[src/rtl/peripheral_stats_reader.sv]
// peripheral_stats_reader
// Initiator on the peripheral register block's cs request port. A start pulse
// launches a fixed readout. For each statistics word the block writes the word's
// index to STATS_ADDR and then reads STATS_ADDR. It then reads the three cache
// comm words. Each returned word is tagged and pushed into a first-word-fall-
// through FIFO, which feeds the host link over a valid/ready handshake.
//
// Ports:
//   clock_i       system clock
//   reset_i       asynchronous active-low reset
//   start_i       one-cycle start request (ignored while busy)
//   clear_i       synchronous abort plus FIFO flush (highest priority)
//   busy_o        sequence in progress
//   done_o        one-cycle pulse at sequence end
//   req_cs_o      one-cycle request strobe to the peripheral
//   rw_cs_o       1 = write, 0 = read
//   add_cs_o      request address (held between requests)
//   data_cs_o     write data (held between requests)
//   data_cs_i     peripheral read data, valid the cycle after the read request
//   word_valid_o  FIFO head valid
//   word_ready_i  consumer accepts head
//   word_data_o   FIFO head data
//   word_tag_o    FIFO head tag (0..N_STATS-1 stats, N_STATS..N_STATS+2 cache)
//   fifo_count_o  exact FIFO occupancy

`ifndef STATS_BASE
`define STATS_BASE 27'h000_0100
`endif
`ifndef COMM_CACHE0
`define COMM_CACHE0 27'h000_0200
`endif
`ifndef COMM_CACHE1
`define COMM_CACHE1 27'h000_0204
`endif
`ifndef COMM_CACHE2
`define COMM_CACHE2 27'h000_0208
`endif

module peripheral_stats_reader #(
    parameter int          N_STATS     = 6,
    parameter int          FIFO_DEPTH  = 8,
    parameter logic [26:0] STATS_ADDR  = `STATS_BASE,
    parameter logic [26:0] CACHE0_ADDR = `COMM_CACHE0,
    parameter logic [26:0] CACHE1_ADDR = `COMM_CACHE1,
    parameter logic [26:0] CACHE2_ADDR = `COMM_CACHE2
) (
    input  logic                            clock_i,
    input  logic                            reset_i,
    input  logic                            start_i,
    input  logic                            clear_i,
    output logic                            busy_o,
    output logic                            done_o,
    output logic                            req_cs_o,
    output logic                            rw_cs_o,
    output logic [26:0]                     add_cs_o,
    output logic [31:0]                     data_cs_o,
    input  logic [31:0]                     data_cs_i,
    output logic                            word_valid_o,
    input  logic                            word_ready_i,
    output logic [31:0]                     word_data_o,
    output logic [3:0]                      word_tag_o,
    output logic [$clog2(FIFO_DEPTH+1)-1:0] fifo_count_o
);

    localparam int              PTR_W     = $clog2(FIFO_DEPTH);
    localparam int              CNT_W     = $clog2(FIFO_DEPTH + 1);
    localparam logic [3:0]      N_STATS_K = 4'(N_STATS);
    localparam logic [3:0]      LAST_K    = 4'(N_STATS + 2);
    localparam logic [CNT_W-1:0] FULL_CNT = CNT_W'(FIFO_DEPTH);

    typedef enum logic [2:0] {
        IDLE = 3'd0,
        WR   = 3'd1,
        RD   = 3'd2,
        CAP  = 3'd3,
        FIN  = 3'd4
    } state_t;

    state_t            state_r, state_s;
    logic [3:0]        k_r, k_s;
    logic              wait_r, wait_s;      // CAP holding for FIFO space
    logic              pend_r, pend_s;      // start accepted, FIFO was full
    logic              busy_r, busy_s;
    logic              done_r, done_s;
    logic              req_r, req_s;
    logic              rw_r, rw_s;
    logic [26:0]       add_r, add_s;
    logic [31:0]       wdata_r, wdata_s;
    logic              launch_s;
    logic [3:0]        launch_k_s;
    logic              push_s, pop_s;
    logic              fifo_full_s;
    logic [CNT_W-1:0]  count_after_push_s;

    logic [31:0]       mem_data_r [FIFO_DEPTH];
    logic [3:0]        mem_tag_r  [FIFO_DEPTH];
    logic [PTR_W-1:0]  wr_ptr_r, rd_ptr_r;
    logic [CNT_W-1:0]  count_r, count_s;
    logic              valid_r;

    // Read address for word k: stats window for stats words, else cache word.
    function automatic logic [26:0] read_addr(input logic [3:0] k);
        logic [3:0] ci;
        ci = k - N_STATS_K;
        if (k < N_STATS_K) begin
            read_addr = STATS_ADDR;
        end else begin
            case (ci)
                4'd0:    read_addr = CACHE0_ADDR;
                4'd1:    read_addr = CACHE1_ADDR;
                default: read_addr = CACHE2_ADDR;
            endcase
        end
    endfunction

    assign pop_s       = valid_r & word_ready_i;
    assign fifo_full_s = (count_r == FULL_CNT);
    // Occupancy after this cycle's capture; only one word is ever in flight.
    assign count_after_push_s = pop_s ? count_r : (count_r + CNT_W'(1));

    // Next-state, next-request and FIFO push decode.
    always_comb begin
        state_s    = state_r;
        k_s        = k_r;
        wait_s     = wait_r;
        pend_s     = pend_r;
        req_s      = 1'b0;
        rw_s       = rw_r;
        add_s      = add_r;
        wdata_s    = wdata_r;
        done_s     = 1'b0;
        push_s     = 1'b0;
        launch_s   = 1'b0;
        launch_k_s = k_r;

        case (state_r)
            IDLE: begin
                if (start_i || pend_r) begin
                    k_s = 4'd0;
                    if (!fifo_full_s) begin
                        pend_s     = 1'b0;
                        launch_s   = 1'b1;
                        launch_k_s = 4'd0;
                    end else begin
                        pend_s = 1'b1;
                    end
                end else begin
                    pend_s = 1'b0;
                end
            end
            WR: begin
                state_s = RD;
                req_s   = 1'b1;
                rw_s    = 1'b0;
                add_s   = STATS_ADDR;
            end
            RD: begin
                state_s = CAP;
                wait_s  = 1'b0;
            end
            CAP: begin
                if (!wait_r) begin
                    push_s = 1'b1;
                    if (k_r == LAST_K) begin
                        state_s = FIN;
                        done_s  = 1'b1;
                    end else begin
                        k_s = k_r + 4'd1;
                        if (count_after_push_s < FULL_CNT) begin
                            launch_s   = 1'b1;
                            launch_k_s = k_r + 4'd1;
                        end else begin
                            wait_s = 1'b1;
                        end
                    end
                end else begin
                    if (!fifo_full_s) begin
                        wait_s     = 1'b0;
                        launch_s   = 1'b1;
                        launch_k_s = k_r;
                    end else begin
                        wait_s = 1'b1;
                    end
                end
            end
            FIN: begin
                state_s = IDLE;
            end
            default: begin
                state_s = IDLE;
            end
        endcase

        // Word start: stats words begin with an index write, cache words with a read.
        if (launch_s) begin
            req_s = 1'b1;
            if (launch_k_s < N_STATS_K) begin
                state_s = WR;
                rw_s    = 1'b1;
                add_s   = STATS_ADDR;
                wdata_s = {29'b0, launch_k_s[2:0]};
            end else begin
                state_s = RD;
                rw_s    = 1'b0;
                add_s   = read_addr(launch_k_s);
            end
        end else begin
            req_s = req_s;
        end

        if (clear_i) begin
            state_s = IDLE;
            k_s     = 4'd0;
            wait_s  = 1'b0;
            pend_s  = 1'b0;
            req_s   = 1'b0;
            done_s  = 1'b0;
            push_s  = 1'b0;
        end else begin
            push_s = push_s;
        end

        busy_s = pend_s || (state_s == WR) || (state_s == RD) || (state_s == CAP);
    end

    // FIFO occupancy update.
    always_comb begin
        count_s = count_r;
        if (clear_i) begin
            count_s = '0;
        end else begin
            case ({push_s, pop_s})
                2'b10:   count_s = count_r + CNT_W'(1);
                2'b01:   count_s = count_r - CNT_W'(1);
                default: count_s = count_r;
            endcase
        end
    end

    // FSM state and registered request/status outputs.
    always_ff @(posedge clock_i or negedge reset_i) begin
        if (!reset_i) begin
            state_r <= IDLE;
            k_r     <= 4'd0;
            wait_r  <= 1'b0;
            pend_r  <= 1'b0;
            busy_r  <= 1'b0;
            done_r  <= 1'b0;
            req_r   <= 1'b0;
            rw_r    <= 1'b0;
            add_r   <= 27'd0;
            wdata_r <= 32'd0;
        end else begin
            state_r <= state_s;
            k_r     <= k_s;
            wait_r  <= wait_s;
            pend_r  <= pend_s;
            busy_r  <= busy_s;
            done_r  <= done_s;
            req_r   <= req_s;
            rw_r    <= rw_s;
            add_r   <= add_s;
            wdata_r <= wdata_s;
        end
    end

    // FIFO storage, pointers and occupancy.
    always_ff @(posedge clock_i or negedge reset_i) begin
        if (!reset_i) begin
            for (int i = 0; i < FIFO_DEPTH; i++) begin
                mem_data_r[i] <= 32'd0;
                mem_tag_r[i]  <= 4'd0;
            end
            wr_ptr_r <= '0;
            rd_ptr_r <= '0;
            count_r  <= '0;
            valid_r  <= 1'b0;
        end else if (clear_i) begin
            wr_ptr_r <= '0;
            rd_ptr_r <= '0;
            count_r  <= '0;
            valid_r  <= 1'b0;
        end else begin
            if (push_s) begin
                mem_data_r[wr_ptr_r] <= data_cs_i;
                mem_tag_r[wr_ptr_r]  <= k_r;
                wr_ptr_r             <= wr_ptr_r + PTR_W'(1);
            end
            if (pop_s) begin
                rd_ptr_r <= rd_ptr_r + PTR_W'(1);
            end
            count_r <= count_s;
            valid_r <= (count_s != '0);
        end
    end

    assign busy_o       = busy_r;
    assign done_o       = done_r;
    assign req_cs_o     = req_r;
    assign rw_cs_o      = rw_r;
    assign add_cs_o     = add_r;
    assign data_cs_o    = wdata_r;
    assign word_valid_o = valid_r;
    assign word_data_o  = mem_data_r[rd_ptr_r];
    assign word_tag_o   = mem_tag_r[rd_ptr_r];
    assign fifo_count_o = count_r;

endmodule
[config.mk]
export PLATFORM = sky130hd
export DESIGN_NAME = peripheral_stats_reader
export DESIGN_NICKNAME = d
export VERILOG_FILES = /design/src/rtl/peripheral_stats_reader.sv
export SDC_FILE = /design/constraint.sdc
export NUM_CORES = 1
export LEC_CHECK = 0
export CORE_ASPECT_RATIO = 2
export CORE_MARGIN = 1.5
export CORE_UTILIZATION = 48
export CTS_BUF_LIST = sky130_fd_sc_hd__clkbuf_8
export DETAILED_ROUTE_END_ITERATION = 8
export GPL_TIMING_DRIVEN = 0
export PLACE_DENSITY_LB_ADDON = 0.25
export SYNTH_ARGS = -nofsm -noshare
export SYNTH_HDL_FRONTEND = slang
export SYNTH_SLANG_ARGS = --single-unit
[constraint.sdc]
create_clock -name clock_i -period 3.57 [get_ports clock_i]
set_input_delay 0.714 -clock clock_i [delete_from_list [all_inputs] [get_ports clock_i]]
set_output_delay 0.714 -clock clock_i [all_outputs]
set_load 0.005 [all_outputs]
# [Word-level counts from Yosys, hierarchy flattened]
# Cells that the tools add are included.
[totals] register_bits=342 out_inout_bits=104 wordCells=145
[classes] n_addsub=6 n_lt_le_gt_ge=5 eq_ne=14 muxes=70 bitwise_logic=4 reduce_logical=16
[ops] cell="bitwise mux 256 bit" count=1
[ops] cell="binary-select mux 32 bit (select 3 bit)" count=1
[ops] cell="demux 32 bit (select 3 bit)" count=1
[ops] cell="two-way mux 32 bit" count=3
[ops] cell="two-way mux 4 bit" count=15
[ops] cell="two-way mux 27 bit" count=2
[ops] cell="bitwise mux 32 bit" count=1
[ops] cell="case mux 4 bit (2 select lines)" count=4
[ops] cell="two-way mux 1 bit" count=27
[ops] cell="two-way mux 3 bit" count=8
[ops] cell="binary-select mux 4 bit (select 3 bit)" count=1
[ops] cell="demux 4 bit (select 3 bit)" count=1
[ops] cell="equality test 3 x 2 -> 1 bit, second input constant" count=4
[ops] cell="case mux 3 bit (4 select lines)" count=1
[ops] cell="two-way mux 10 bit" count=1
[ops] cell="!= test 3 bit, second input constant" count=3
[ops] cell="adder 4 x 1 -> 4 bit, second input constant" count=2
[ops] cell="equality test 4 bit, second input constant" count=2
[ops] cell=">= comparator 4 bit, second input constant" count=2
[ops] cell="NOT 3 -> 4 bit" count=2
[ops] cell="adder 3 x 1 -> 3 bit, second input constant" count=2
[ops] cell="equality test 3 x 1 -> 1 bit, second input constant" count=2
[ops] cell="nonzero test 2 bit" count=3
[ops] cell="nonzero test 3 bit" count=2
[ops] cell="19 further kinds" count=24

# [Depth between registers and ports, before layout]
[logic_depth] ltp_word=15 ltp_mapped=12 mapped_depth_nobuf=11

# [Worst setup path after synthesis]
# Ideal clock, no wire load.
[synth_path] path_type="reg-to-output" start="register rd_ptr_r[0]" end="output port word_data_o[0]" arrival_ns=2.054 t_required_ns=2.856 path_slack_ns=0.802 stages_incl_launch_ff=5 path_buffers=2 cell_sequence="dfrtp_1 > clkbuf_1 > buf_1 > mux4_2 > mux2_2"
[synth_between] elab_chain_cells=4
[synth_rtl] element="start, declared" line_no="97" source="logic [PTR_W-1:0] wr_ptr_r, rd_ptr_r;"
[synth_rtl] element="start signal, assigned" line_no="290" source="rd_ptr_r <= rd_ptr_r + PTR_W'(1);"
[synth_rtl] element="NOT 3 -> 4 bit (implied by the code)" line_no="304" source="assign word_data_o = mem_data_r[rd_ptr_r];"
[synth_rtl] element="binary-select mux 32 bit (select 3 bit)" line_no="304"
[synth_rtl] element="two-way mux 32 bit (implied by the code) (2 in a row)" line_no="304"
[synth_rtl] element="end, declared" line_no="60" source="output logic [31:0] word_data_o,"
# No other way between the ends. The select of a mux whose other input is x is not followed.

# [Worst setup path after layout]
[layout_path] start="register rd_ptr_r[1]" end="output port word_data_o[19]"
# The elaborated chain is that of the path after synthesis.

==> run summary <==
routed vias/inst: 5.33
internal power: 6.37 mW
Starting Density: 48.8%
# setup viols final: 0
initial antenna violation count: 1
Final Hold Viols: 0
number of port buffers: 88
Leak: 8.49 nW
Final #Nets: 1236
wire per inst: 19.9 um
via count: 8735
final worst path period need: 3.45 ns
yosys warns: 0
status: finished clean
CTS Buf Count: 47
Worst EP arrival: 2.74 ns
NetSw: 2.09 mW
Slew HR: 38.6%
TritonCTS clock tree: built
max incr delay on CP: 0.45 ns
Rows: 91
Startpoint Class: register
r2r startpoint: k_r[1]$_DFFE_PN0P_
Area growth syn-to-layout: 17.4%
CP max FO: 10
reg2reg setup slack: 0.52 ns
Critical Path, Cell by Cell: clkbuf_2, clkbuf_2, mux4_2, mux2_2, clkdlybuf4s50_1
worst r2r dst: data_cs_o[2]$_DFFE_PN0P_
Yosys top cell area share: 52.8%
GRT Resource Usage Total: 21.0%
first-pass GRT wire length: 52.1 mm
Core Footprint: 31000 um2
sequential power share: 47.7%
clock network power share: 33.7%
critical path class: reg2out
register area: 7980 um2
max-cap violation count: 0
DR iter-0 viols: 288
largest net degree at the start of global routing: 121
detailed-route DRC error count: 0
mapped cell area: 15100 um2
total clock sinks: 319
Final Max Slew Viols: 0
Pwr Density: 476 nW/um2
gr ovfl total: 0
Post-Route Skew: 0.0114 ns
Cells after Synth: 1000
Clock Tree Buf Depth: 3
DP Worst Slack: -0.346 ns
worst-case reg-to-reg path depth: 10
area of the multi-input gates: 6520 um2
Slew @ Worst Pin: 0.921 ns
Peak VDD IR: 0.000233 V
IO Pins: 141
worst hold slack: 0.241 ns
crit share post-route: 96.6%
RD Place Congestion: 0.776
Filler cells: 2572
Sw Ratio: 24.7%
slowest stage cell on the critical path: clkdlybuf4s50_1
clock-pin slew on the worst setup and hold paths: 0.06 ns
number of synthesized register bits: 319
largest cells by area after synthesis: dfrtp_1 53%, mux2_2 23%, mux4_2 11%, buf_4 2.9%, ha_1 0.83%
Seq/Total Area, Yosys: 52.8%
DRT Pass-1 Iters: 4
layout cells sized above 1: 47.0%
Synth area leader: dfrtp_1
Die ar.: 32700 um2
number of global-route vias before repair: 9513
CTS H-tree depth: 2
EDFF count, synth: 0
Post-CTS Hold Fix Bufs: 0
element type at the critical path end: primary output
die height: 254 um
post-DP HPWL: 22.4 mm
Synth cell types: 60
Antenna Nets Post-Route: 0
Post-synth ARST share: 100%
Worst Hold Class: in2async
most frequent CP cell: clkbuf_2
Main synth FF type: dfrtp_1
RSZ-0062 raised after global routing: no
Comb power frac: 18.7%
worst skew pair latency: 0.58 ns
post-route worst setup slack: 0.120 ns
clock root buffer: clkbuf_8
final wirelength: 32.6 mm
die width: 129 um
Worst EP required: 2.86 ns
Max Freq: 290 MHz
synthesized area per cell: 15.1 um2
[repair_timing]
item                                    in CTS  in global routing
gates resized for setup                     52                  8
setup buffers                                0                  0
endpoints found under the setup margin      36                 28
[placed cells by master, fill, tap and decap left out, types with 3 or more instances in the layout]
| master | count |
|---|---|
| ha_1 | 10 |
| buf_4 | 59 |
| nor2_1 | 29 |
| xnor2_1 | 3 |
| mux2_4 | 3 |
| mux2_1 | 4 |
| o21ai_0 | 17 |
| clkbuf_2 | 7 |
| conb_1 | 52 |
| a211o_2 | 3 |
| clkinv_2 | 3 |
| inv_1 | 29 |
| nor2b_1 | 3 |
| nand2_1 | 24 |
| a21oi_1 | 13 |
| clkbuf_1 | 6 |
| clkdlybuf4s50_1 | 87 |
| nor4_1 | 3 |
| clkbuf_8 | 59 |
| nand2b_1 | 4 |
| buf_2 | 19 |
| mux2_2 | 312 |
| a211oi_1 | 3 |
| o31ai_1 | 3 |
| dfrtp_1 | 319 |
| buf_6 | 16 |
| nor3_1 | 6 |
| xor2_1 | 3 |
| mux4_2 | 72 |
| nand3_1 | 3 |
[registers in the layout, summed over array words and instances (netlist names), 4 cells and up]
| register | flops |
|---|---|
| mem_data_r | 256 |
| mem_tag_r | 32 |
| add_cs_o | 4 |
| fifo_count_o | 4 |
| k_r | 4 |
[worst max-delay path by stage]
stage | slack, ns | start | cells after the start | endpoint
2_1_floorplan | 0.80 | rd_ptr_r[0]$_DFFE_PN0P_ | 4 | word_data_o[0]
3_3_place_gp | -11.79 | reset_i | 1 | mem_data_r[176]$_DFFE_PN0P_
3_5_place_dp | -0.35 | rd_ptr_r[0]$_DFFE_PN0P_ | 5 | word_data_o[26]
4_1_cts | -0.008 | rd_ptr_r[0]$_DFFE_PN0P_ | 5 | word_data_o[21]
5_1_grt | 0.004 | rd_ptr_r[0]$_DFFE_PN0P_ | 5 | word_tag_o[3]
6_report | 0.12 | rd_ptr_r[1]$_DFFE_PN0P_ | 5 | word_data_o[19]
[Yosys cell counts, types with 3 or more instances]
library cell and instances:
mux2_1 4, mux2_4 3, nor3_1 6, nand3_1 3, nand2b_1 4, a21oi_1 13
nor2_1 29, xnor2_1 3, buf_4 58, buf_2 15, nor4_1 3, inv_1 11
o31ai_1 3, nor2b_1 3, buf_1 8, xor2_1 3, o21ai_0 17, dfrtp_1 319
buf_6 9, a211o_2 3, mux4_2 72, nand2_1 24, clkbuf_1 19, a211oi_1 3
mux2_2 312, ha_1 10
[power groups by stage]
stage | clock (mW) | sequential (mW) | combinational, mW
global placement | 0 | 4.09 | 1.57
global route | 3.08 | 4.06 | 1.72
CTS | 2.94 | 4.03 | 1.61
finish | 2.85 | 4.03 | 1.58
floorplan | 0 | 4.05 | 0.878
detailed placement | 0 | 4.10 | 1.60
[layout make-up]
cell class / count / share of cell area, %
multi-input combinational: 610 / 36.7
timing repair buffer: 90 / 5.30
clock buffer: 59 / 4.57
sequential: 319 / 45.0
inverter: 11 / 0.233
tap: 418 / 2.95
antenna: 1 / 0.0141
buffer: 110 / 4.76
clock inverter: 22 / 0.528
[routing by layer]
layer | GRT usage [%] | part of all wire, % | wire [um]
met5 | 0 | 0 | 0
met4 | 8.12 | 3.2 | 1050
met3 | 3.03 | 3.4 | 1120
met1 | 23.8 | 37 | 12200
met2 | 39.3 | 56 | 18200
[logic make-up (layout without fill, tap and decap cells)]
group           Yosys count  after routing  share of synthesized area (%)
flops                   319            319                           52.8
simple gates             94             94                           3.54
buf+inv                 122            292                           5.42
other cells               1             53                         0.0248
mux                     391            391                           34.5
fa+ha+maj                10             10                          0.827
xor+xnor                  6              6                          0.347
compound gates           57             57                           2.54
[stage by stage]
stage	TNS [ns]	power [mW]	instances	util [%]	instance area, um2
2_1_floorplan	0	4.93	1051	-	15300
5_1_grt	0	8.86	1640	57.3	17800
4_1_cts	-0.0159	8.58	1639	57.3	17700
3_3_place_gp	-3749.52	5.66	1557	54.0	16700
3_5_place_dp	-9.73	5.70	1559	54.2	16800
6_report	0	8.46	1640	57.3	17800
[worst max-delay path: cells and delay by family, from the launching register on]
family / cells / cell delay, ns
DFF: 1 / 0.35
buffers and inverters: 3 / 1.14
muxes: 2 / 0.67
Power figures use the tool's default switching activity.
